File: src/rtl/weighted_rank_order_stream_pkg.sv
// Shared helpers for the weighted rank-order stream filter: width derivations
// and the strict (value, tap index) key ordering used by the accumulators.
package weighted_rank_order_stream_pkg;

    // Wide enough to hold the sum of all tap weights at their maximum value.
    function automatic int calcSumBits(input int taps, input int weightBits);
        return $clog2(taps * ((1 << weightBits) - 1) + 1);
    endfunction

    function automatic int idxBits(input int taps);
        return (taps > 1) ? $clog2(taps) : 1;
    endfunction

    // Equal values are ordered by tap index, so every tap gets a distinct key.
    function automatic logic keyLe(input int unsigned aVal, input int aIdx,
                                   input int unsigned bVal, input int bIdx);
        return (aVal < bVal) || ((aVal == bVal) && (aIdx <= bIdx));
    endfunction

endpackage

File: src/rtl/weighted_rank_order_stream_accum.sv
// Cumulative weight of one tap: the sum of the weights of every tap whose
// (value, index) key is less than or equal to the selected tap's key.
module weighted_rank_accum
    import weighted_rank_order_stream_pkg::*;
#(
    parameter int N           = 7,
    parameter int DATA_BITS   = 8,
    parameter int WEIGHT_BITS = 3,
    parameter int SUM_BITS    = calcSumBits(N, WEIGHT_BITS),
    parameter int IDX_BITS    = idxBits(N)
) (
    input  logic [N*DATA_BITS-1:0]   window_i,
    input  logic [N*WEIGHT_BITS-1:0] weights_i,
    input  logic [IDX_BITS-1:0]      tapIdx_i,
    output logic [SUM_BITS-1:0]      cSum_o
);

    logic [DATA_BITS-1:0] keyVal;

    always_comb begin
        keyVal = window_i[int'(tapIdx_i)*DATA_BITS +: DATA_BITS];
        cSum_o = '0;
        for (int j = 0; j < N; j++) begin
            if (keyLe(32'(window_i[j*DATA_BITS +: DATA_BITS]), j,
                      32'(keyVal), int'(tapIdx_i))) begin
                cSum_o = cSum_o + SUM_BITS'(weights_i[j*WEIGHT_BITS +: WEIGHT_BITS]);
            end
        end
    end

endmodule

File: src/rtl/weighted_rank_order_stream.sv
// Streaming weighted order-statistic filter: window shift register, per-tap
// cumulative weights, then a select of the smallest tap reaching the threshold.
module weighted_rank_order_stream
    import weighted_rank_order_stream_pkg::*;
#(
    parameter int N           = 7,
    parameter int DATA_BITS   = 8,
    parameter int WEIGHT_BITS = 3,
    parameter int SUM_BITS    = calcSumBits(N, WEIGHT_BITS)
) (
    input  logic                     clk,
    input  logic                     rst,
    input  logic                     flush,
    input  logic                     in_valid,
    input  logic [DATA_BITS-1:0]     in_data,
    input  logic [N*WEIGHT_BITS-1:0] weights,
    input  logic [SUM_BITS-1:0]      thresh,
    output logic                     out_valid,
    output logic [DATA_BITS-1:0]     out_data,
    output logic                     out_sat
);

    localparam int IDX_BITS  = idxBits(N);
    localparam int FILL_BITS = $clog2(N + 1);

    logic [N*DATA_BITS-1:0]   window_q,   window_d;
    logic [N*WEIGHT_BITS-1:0] weights0_q, weights0_d;
    logic [SUM_BITS-1:0]      thresh0_q,  thresh0_d;
    logic [FILL_BITS-1:0]     fill_q,     fill_d;
    logic                     s0Valid_q,  s0Valid_d;

    logic [SUM_BITS-1:0]      cSum [N];
    logic [SUM_BITS-1:0]      totalW;

    logic [N*DATA_BITS-1:0]   vals1_q;
    logic [SUM_BITS-1:0]      c1_q [N];
    logic [SUM_BITS-1:0]      total1_q;
    logic [SUM_BITS-1:0]      thresh1_q;
    logic                     s1Valid_q;

    logic [DATA_BITS-1:0]     minQual;
    logic [DATA_BITS-1:0]     maxVal;
    logic [DATA_BITS-1:0]     selData;
    logic                     selSat;

    logic                     outValid_q;
    logic [DATA_BITS-1:0]     outData_q;
    logic                     outSat_q;

    // A flush-with-sample restarts the fill count at one, not zero.
    always_comb begin
        window_d   = window_q;
        weights0_d = weights0_q;
        thresh0_d  = thresh0_q;
        fill_d     = flush ? '0 : fill_q;
        s0Valid_d  = 1'b0;
        if (in_valid) begin
            for (int i = N - 1; i > 0; i--) begin
                window_d[i*DATA_BITS +: DATA_BITS] = window_q[(i-1)*DATA_BITS +: DATA_BITS];
            end
            window_d[0 +: DATA_BITS] = in_data;
            if (fill_d != FILL_BITS'(N)) begin
                fill_d = fill_d + FILL_BITS'(1);
            end
            s0Valid_d  = (fill_d == FILL_BITS'(N));
            weights0_d = weights;
            thresh0_d  = thresh;
        end
    end

    always_ff @(posedge clk) begin
        if (rst) begin
            window_q   <= '0;
            weights0_q <= '0;
            thresh0_q  <= '0;
            fill_q     <= '0;
            s0Valid_q  <= 1'b0;
        end else begin
            window_q   <= window_d;
            weights0_q <= weights0_d;
            thresh0_q  <= thresh0_d;
            fill_q     <= fill_d;
            s0Valid_q  <= s0Valid_d;
        end
    end

    for (genvar i = 0; i < N; i++) begin : g_accum
        weighted_rank_accum #(
            .N          (N),
            .DATA_BITS  (DATA_BITS),
            .WEIGHT_BITS(WEIGHT_BITS),
            .SUM_BITS   (SUM_BITS),
            .IDX_BITS   (IDX_BITS)
        ) u_accum (
            .window_i (window_q),
            .weights_i(weights0_q),
            .tapIdx_i (IDX_BITS'(i)),
            .cSum_o   (cSum[i])
        );
    end

    always_comb begin
        totalW = '0;
        for (int i = 0; i < N; i++) begin
            totalW = totalW + SUM_BITS'(weights0_q[i*WEIGHT_BITS +: WEIGHT_BITS]);
        end
    end

    // The window snapshot travels with its sums so later shifts cannot disturb it.
    always_ff @(posedge clk) begin
        if (rst) begin
            vals1_q   <= '0;
            c1_q      <= '{default: '0};
            total1_q  <= '0;
            thresh1_q <= '0;
            s1Valid_q <= 1'b0;
        end else begin
            s1Valid_q <= s0Valid_q && !flush;
            if (s0Valid_q) begin
                vals1_q   <= window_q;
                c1_q      <= cSum;
                total1_q  <= totalW;
                thresh1_q <= thresh0_q;
            end
        end
    end

    always_comb begin
        minQual = '1;
        maxVal  = '0;
        for (int i = 0; i < N; i++) begin
            if ((c1_q[i] >= thresh1_q) && (vals1_q[i*DATA_BITS +: DATA_BITS] < minQual)) begin
                minQual = vals1_q[i*DATA_BITS +: DATA_BITS];
            end
            if (vals1_q[i*DATA_BITS +: DATA_BITS] > maxVal) begin
                maxVal = vals1_q[i*DATA_BITS +: DATA_BITS];
            end
        end
        selSat  = (thresh1_q > total1_q);
        selData = selSat ? maxVal : minQual;
    end

    always_ff @(posedge clk) begin
        if (rst) begin
            outValid_q <= 1'b0;
            outData_q  <= '0;
            outSat_q   <= 1'b0;
        end else begin
            outValid_q <= s1Valid_q && !flush;
            if (s1Valid_q && !flush) begin
                outData_q <= selData;
                outSat_q  <= selSat;
            end
        end
    end

    assign out_valid = outValid_q;
    assign out_data  = outData_q;
    assign out_sat   = outSat_q;

endmodule

File: config.mk
export PLATFORM = sky130hd
export DESIGN_NAME = weighted_rank_order_stream
export DESIGN_NICKNAME = d
export VERILOG_FILES = /design/src/rtl/weighted_rank_order_stream_pkg.sv /design/src/rtl/weighted_rank_order_stream_accum.sv /design/src/rtl/weighted_rank_order_stream.sv
export SDC_FILE = /design/constraint.sdc
export NUM_CORES = 1
export LEC_CHECK = 0
export CAP_MARGIN = 5
export CORE_ASPECT_RATIO = 0.75
export CORE_UTILIZATION = 40
export CTS_CLUSTER_SIZE = 8
export DETAILED_ROUTE_END_ITERATION = 10
export GPL_ROUTABILITY_DRIVEN = 0
export RECOVER_POWER = 25
export SYNTH_ARGS = -nofsm -noshare
export SYNTH_HDL_FRONTEND = slang
export SYNTH_SLANG_ARGS = --single-unit
File: constraint.sdc
create_clock -name clk -period 23.7 [get_ports clk]
set_input_delay 5.925 -clock clk [delete_from_list [all_inputs] [get_ports clk]]
set_output_delay 5.925 -clock clk [all_outputs]
set_load 0.005 [all_outputs]
; ---- After elaboration in Yosys (flattened, before gate mapping)
; Cells that the tools add are included.
[op_classes]
n_bitwise = 1
n_mux = 61
eq_ne = 23
addsub = 48
reduce_logical = 32
n_lt_le_gt_ge = 64
[op_table]
columns = cell, count
row1 = 8-bit less-than comparator, 48
row2 = 6-bit by 3-bit adder with 6-bit output, 46
row3 = 6-bit two-way mux, 36
row4 = 8-bit == test, 21
row5 = 8-bit two-way mux, 15
row6 = 8-bit > comparator, 6
row7 = 6-bit >= comparator, 7
row8 = 3-bit two-way mux, 10
row9 = 1-bit logical OR, 21
row10 = 1-bit logical AND, 9
row11 = "8-bit by 1-bit > comparator with 1-bit output, second input constant", 1
row12 = "8-bit less-than comparator, second input constant", 1
row13 = 6-bit > comparator, 1
row14 = 3-bit by 3-bit adder with 4-bit output, 1
row15 = "3-bit by 1-bit adder with 3-bit output, second input constant", 1
row16 = "3-bit == test, second input constant", 1
row17 = "3-bit inequality test, second input constant", 1
row18 = 2-bit OR reduction, 1
row19 = 1-bit logical NOT, 1
row20 = 1-bit NOT, 1
[word_totals]
regBits = 208
wordCells = 248

; ---- Longest topological paths before layout
[logic_depth]
ltp_word = 22
depth_mapped = 64
mapped_depth_nobuf = 61

; ---- Hierarchy
; A second synthesis with hierarchy kept.
[hier_totals]
hier_cells = 3753
hier_area_um2 = 32537.5
[by_module_without_submodules]
columns = module, cells_per_inst, area_each_um2, instances
row1 = weighted_rank_order_stream, 1387, 12615.8, 1
row2 = weighted_rank_accum at g_accum[0].u_accum ..., 337, 2857.7, 3
row3 = weighted_rank_accum at g_accum[4].u_accum ..., 339, 2854.0, 2
row4 = weighted_rank_accum at g_accum[2].u_accum, 331, 2820.2, 1
row5 = weighted_rank_accum at g_accum[6].u_accum, 346, 2820.2, 1

; ---- Worst setup path after synthesis
; OpenSTA, ideal clock, no wires.
[synth_timing]
path_type = register to register
start = reg thresh1_q[0]
end = reg outData_q[1], in the netlist out_data[1]
t_arrival_ps = 12577
period_less_slack_ps = 12724
path_stages_with_launch = 59
setup_slack_ps = 10976
path_buffers = 3
path_cell_list = dfxtp_1 > ha_1 > nand2b_1 > a21oi_1 > o221a_1 > buf_2 > nor2_1 > ha_1 > and4_1 > o21ai_0 > o21bai_1 > o211ai_1 > clkbuf_1 > nor2_1 > a21oi_1 > inv_1 > ha_1 > and4_2 > [23 not listed] > mux2_1 > ha_1 > a21o_1 > a21oi_1 > o21ai_0 > nor4_1 > o211ai_1 > o221ai_2 > mux2_2 > ha_1 > a21o_1 > a21oi_1 > nor2b_1 > a2111oi_0 > or3b_2 > or4b_2 > o21ai_1 > a221oi_1
[synth_between]
elab_chain_len = 22
word_cells_on_any_way = 29
cone_classes = 14 x order compare / 8 x mux / 7 x reduce/logical
[synth_rtl]
columns = element, line_no
row1 = "start, declared", weighted_rank_order_stream.sv:38  ; logic [SUM_BITS-1:0] thresh1_q;
row2 = "start signal, assigned", weighted_rank_order_stream.sv:123  ; thresh1_q <= thresh0_q;
row3 = 6-bit >= comparator, weighted_rank_order_stream.sv:132  ; if ((c1_q[i] >= thresh1_q) && (vals1_q[i*DATA_BITS +: DATA_BITS] < minQual)) begin
row4 = 1-bit logical AND, weighted_rank_order_stream.sv:132
row5 = 8-bit two-way mux, weighted_rank_order_stream.sv:132
row6 = 8-bit less-than comparator, weighted_rank_order_stream.sv:132
row7 = 1-bit logical AND, weighted_rank_order_stream.sv:132
row8 = 8-bit two-way mux, weighted_rank_order_stream.sv:132
row9 = 8-bit less-than comparator, weighted_rank_order_stream.sv:132
row10 = 1-bit logical AND, weighted_rank_order_stream.sv:132
row11 = [6 not listed], --
row12 = 8-bit two-way mux, weighted_rank_order_stream.sv:132
row13 = 8-bit less-than comparator, weighted_rank_order_stream.sv:132
row14 = 1-bit logical AND, weighted_rank_order_stream.sv:132
row15 = 8-bit two-way mux, weighted_rank_order_stream.sv:132
row16 = 8-bit less-than comparator, weighted_rank_order_stream.sv:132
row17 = 1-bit logical AND, weighted_rank_order_stream.sv:132
row18 = 8-bit two-way mux, weighted_rank_order_stream.sv:132
row19 = 8-bit two-way mux (*), weighted_rank_order_stream.sv:140  ; selData = selSat ? maxVal : minQual;
row20 = "end signal, assigned", weighted_rank_order_stream.sv:151  ; outData_q <= selData;
row21 = "end, declared", weighted_rank_order_stream.sv:47  ; logic [DATA_BITS-1:0] outData_q;
; Every way passes the cells marked *; elsewhere a longest branch is shown, timed or not.
; A chain may end at the register's enable or synchronous reset.

; ---- Final worst setup path
[layout_timing]
start = reg thresh1_q[0]
end = reg outData_q[6], in the netlist out_data[6]
; The elaborated chain is that of the path after synthesis.

==> metrics <==
CP endpoint kind flip-flop; Synth Area per Inst 8.57 um2; Chip Height 210 um; CP max-delay cell o211ai_1; Fin. Hold Viols 0; cell area after synthesis 23100 um2; Clk pin slew, worst setup/hold paths 60 ps; Post-CTS Repair Setup Buffers 0; DR vias 20300; Worst Path Required roughly 24000 ps; die area 58800 um2; io pins 49; pin count of the biggest net entering global routing 122; Hold WC Path Type reg2reg; clk_lat worst skew ~600 ps; Net count, final around 3300; Worst setup SP type flip-flop; Tightest Pin Transition around 5700 ps; number of flops mapped to enable cells by yosys 0; final WL between 70 and 80 mm; area delta synth->final 9.39%; root buffer cell clkbuf_16; H-Tree Depth 1; Post-route DRC 0; Final setup viols 0; Tmin final 15390 ps; num rows 75; status complete, but fails checks; max-slew violation count around 120; layout cell share with drive strength beyond 1 6.37%; max_slew headroom -282%; vias per cell 5.79; CP arrival 15810 ps; core box area 56500 um2; clk buf depth 3; Post-Syn Instances 2698; IO buf count 48; pwr/cell area 53.3 nW/um2; post-route ant nets 0; setup TNS 0 ps; vias in the first global route between 15000 and 20000; crit-path max FO 14; max incr delay on CP 790 ps; DRT Pass-1 Iters 6; failing checks max-capacitance violations, max-slew violations; hold_buf cts 0; Pleak about 0.011 uW; Fin Clk Skew 20.1 ps; Congestion Overflow GR 0; VDD IR-drop max 0.0600 mV; CTS tree built; Async S/R FF share, synth 0%; DRT iter0 DRCs ~1600; Final HPWL DP 58.1 mm; Die W between 200 and 300 um; Setup CP Type reg2reg; clk sinks 208; Cells after DPL 3465; final non-filler cell total 3504; gr usage total roughly 25%; first-pass GRT wire length around 110 mm; fmax 65.0 MHz; antenna violations before repair 2; sequential share of the synthesized area 18.0%; Yosys warning count 0; Max-Cap Viols 1; cts repair resizes 0; Seq cells post-synth 208; CTS Buf Count 31; drt wl/cell roughly 21 um; Distinct cells, synth between 90 and 100; syn nets 3221; Final Cycle Share 64.9%; initial core utilization 40.9%; dominant synthesized flop cell dfxtp_1; RSZ-0062 raised after global routing no; crit-path most repeated cell a21oi_1
[logic make-up (layout without fill, tap and decap cells)]
kind of cell	Yosys count	in the layout	synth area share, %
AOI/OAI and AO/OA	590	590	16.9
xor gates and xnor gates	98	98	3.90
adders and majority gates	484	484	27.9
buffers and inverters	312	347	5.12
DFF	208	208	18.0
muxes	308	308	13.8
other	0	1	0
and+or+nand+nor	698	698	14.4
[through the flow]
step / instance area [um2] / power, uW / setup slack [ps] / utilization, % / hold slack (ps)
final: 25300 / 1350 / 8310 / 44.8 / 471
after global routing: 25300 / 1430 / 7030 / 44.8 / 493
after CTS: 25300 / 1350 / 8530 / 44.8 / 475
after detailed placement: 24400 / 927 / 8550 / 43.3 / 459
after global placement: 24400 / 900 / 9170 / 43.3 / 447
after floorplan: 23100 / 774 / 10980 / - / 445
[per-layer routing]
metal / wire [um] / global-route usage, % / vias up
met2: 30500 / 37.1 / 658
li1: - / - / 9679
met5: 0 / 0 / -
met3: 5750 / 3.76 / 112
met4: 1680 / 6.16 / 0
met1: 36000 / 36.9 / 9844
[cell usage in the layout (no fill, tap or decap), types with 10 or more instances in the layout]
| cell type | Yosys | final |
|---|---|---|
| ha_1 | 430 | 430 |
| nor2_1 | 322 | 322 |
| inv_1 | 246 | 246 |
| mux2i_1 | 227 | 227 |
| dfxtp_1 | 208 | 207 |
| a21oi_1 | 181 | 181 |
| a21o_1 | 98 | 98 |
| o21ai_0 | 89 | 88 |
| nand2_1 | 80 | 80 |
| mux2_2 | 79 | 79 |
| nor2b_1 | 69 | 69 |
| o21a_1 | 69 | 69 |
| xnor2_1 | 61 | 61 |
| fa_1 | 54 | 54 |
| clkdlybuf4s50_1 | 0 | 46 |
| nor3_1 | 44 | 44 |
| nand3_1 | 43 | 43 |
| xor2_1 | 34 | 34 |
| nand4_1 | 31 | 31 |
| clkbuf_16 | 0 | 31 |
| nand2b_1 | 28 | 28 |
| a211oi_1 | 25 | 25 |
| and2_1 | 15 | 15 |
| buf_4 | 0 | 15 |
| o211ai_1 | 13 | 13 |
| or2_2 | 11 | 11 |
| nor4_1 | 10 | 10 |
[state kept, by name, summed over array words and instances, names as in the netlist]
signal and count:
c1_q 42, fill_q 3, out_data 8, out_sat 1, out_valid 1, s0Valid_q 1
s1Valid_q 1, thresh0_q 6, thresh1_q 6, total1_q 6, vals1_q 56, weights0_q 21
window_q 56
[path summary, 6_finish.rpt]
kind                                   from                       end  slack, ps  depth (start not counted)
setup / recovery  thresh1_q[0]$_SDFFE_PP0P_  out_data[6]$_SDFFE_PP0P_       8310                         56
hold / removal        c1_q[28]$_SDFFE_PP0P_     c1_q[28]$_SDFFE_PP0P_        470                          2
setup reg to reg  thresh1_q[0]$_SDFFE_PP0P_  out_data[6]$_SDFFE_PP0P_       8310                         56
hold reg to reg       c1_q[28]$_SDFFE_PP0P_     c1_q[28]$_SDFFE_PP0P_        470                          2
[report_power, final]
group	switching (uW)	total (uW)	leakage, uW	internal [uW]
combinational	325	562	0.00930	236
clock	168	416	0.000426	248
sequential	16.4	371	0.00168	355
[worst max-delay path: cells and delay by family, from the launching register on]
| family | cells | cell delay (ps) |
|---|---|---|
| adders and majority gates | 7 | 1980 |
| AOI/OAI and AO/OA | 29 | 8030 |
| muxes | 3 | 1060 |
| buffers and inverters | 4 | 430 |
| DFF | 1 | 510 |
| and+or+nand+nor | 13 | 3200 |
[synthesized netlist by cell type, drive strengths merged (5+ instances only)]
master     n  area share (%)
a211o     10            0.38
a211oi    26            0.90
a21o      98             3.2
a21oi    182             4.0
a221oi     7            0.27
a2bb2oi    5            0.22
a31oi      8            0.22
and2      17            0.47
and3       7            0.19
and4       6            0.23
buf       22            0.40
clkbuf    43            0.70
dfxtp    208              18
fa        54             4.7
ha       430              23
inv      247             4.0
mux2      81             4.0
mux2i    227             9.8
nand2     80             1.3
nand2b    28            0.76
nand3     43            0.93
nand4     31            0.84
nor2     322             5.2
nor2b     69             1.9
nor3      44            0.95
nor4      10            0.27
o211ai    13            0.42
o21a      69             2.2
o21ai     98             2.1
o21bai     8            0.28
o22ai      6            0.16
o31ai      6            0.19
or2       12            0.34
or3        8            0.22
xnor2     61             2.3
xor2      34             1.3
[final cells by class]
| type | count | area, um2 |
|---|---|---|
| Antenna cell | 1 | 2.50 |
| Clock buffer | 34 | 807 |
| Clock inverter | 4 | 62.6 |
| Fill cell | 5554 | 31200 |
| Inverter | 247 | 930 |
| Multi-Input combinational cell | 2178 | 17800 |
| Sequential cell | 208 | 4170 |
| Tap cell | 770 | 963 |
| Timing Repair Buffer | 62 | 577 |
Note: power is estimated with default switching activity, not from simulation.
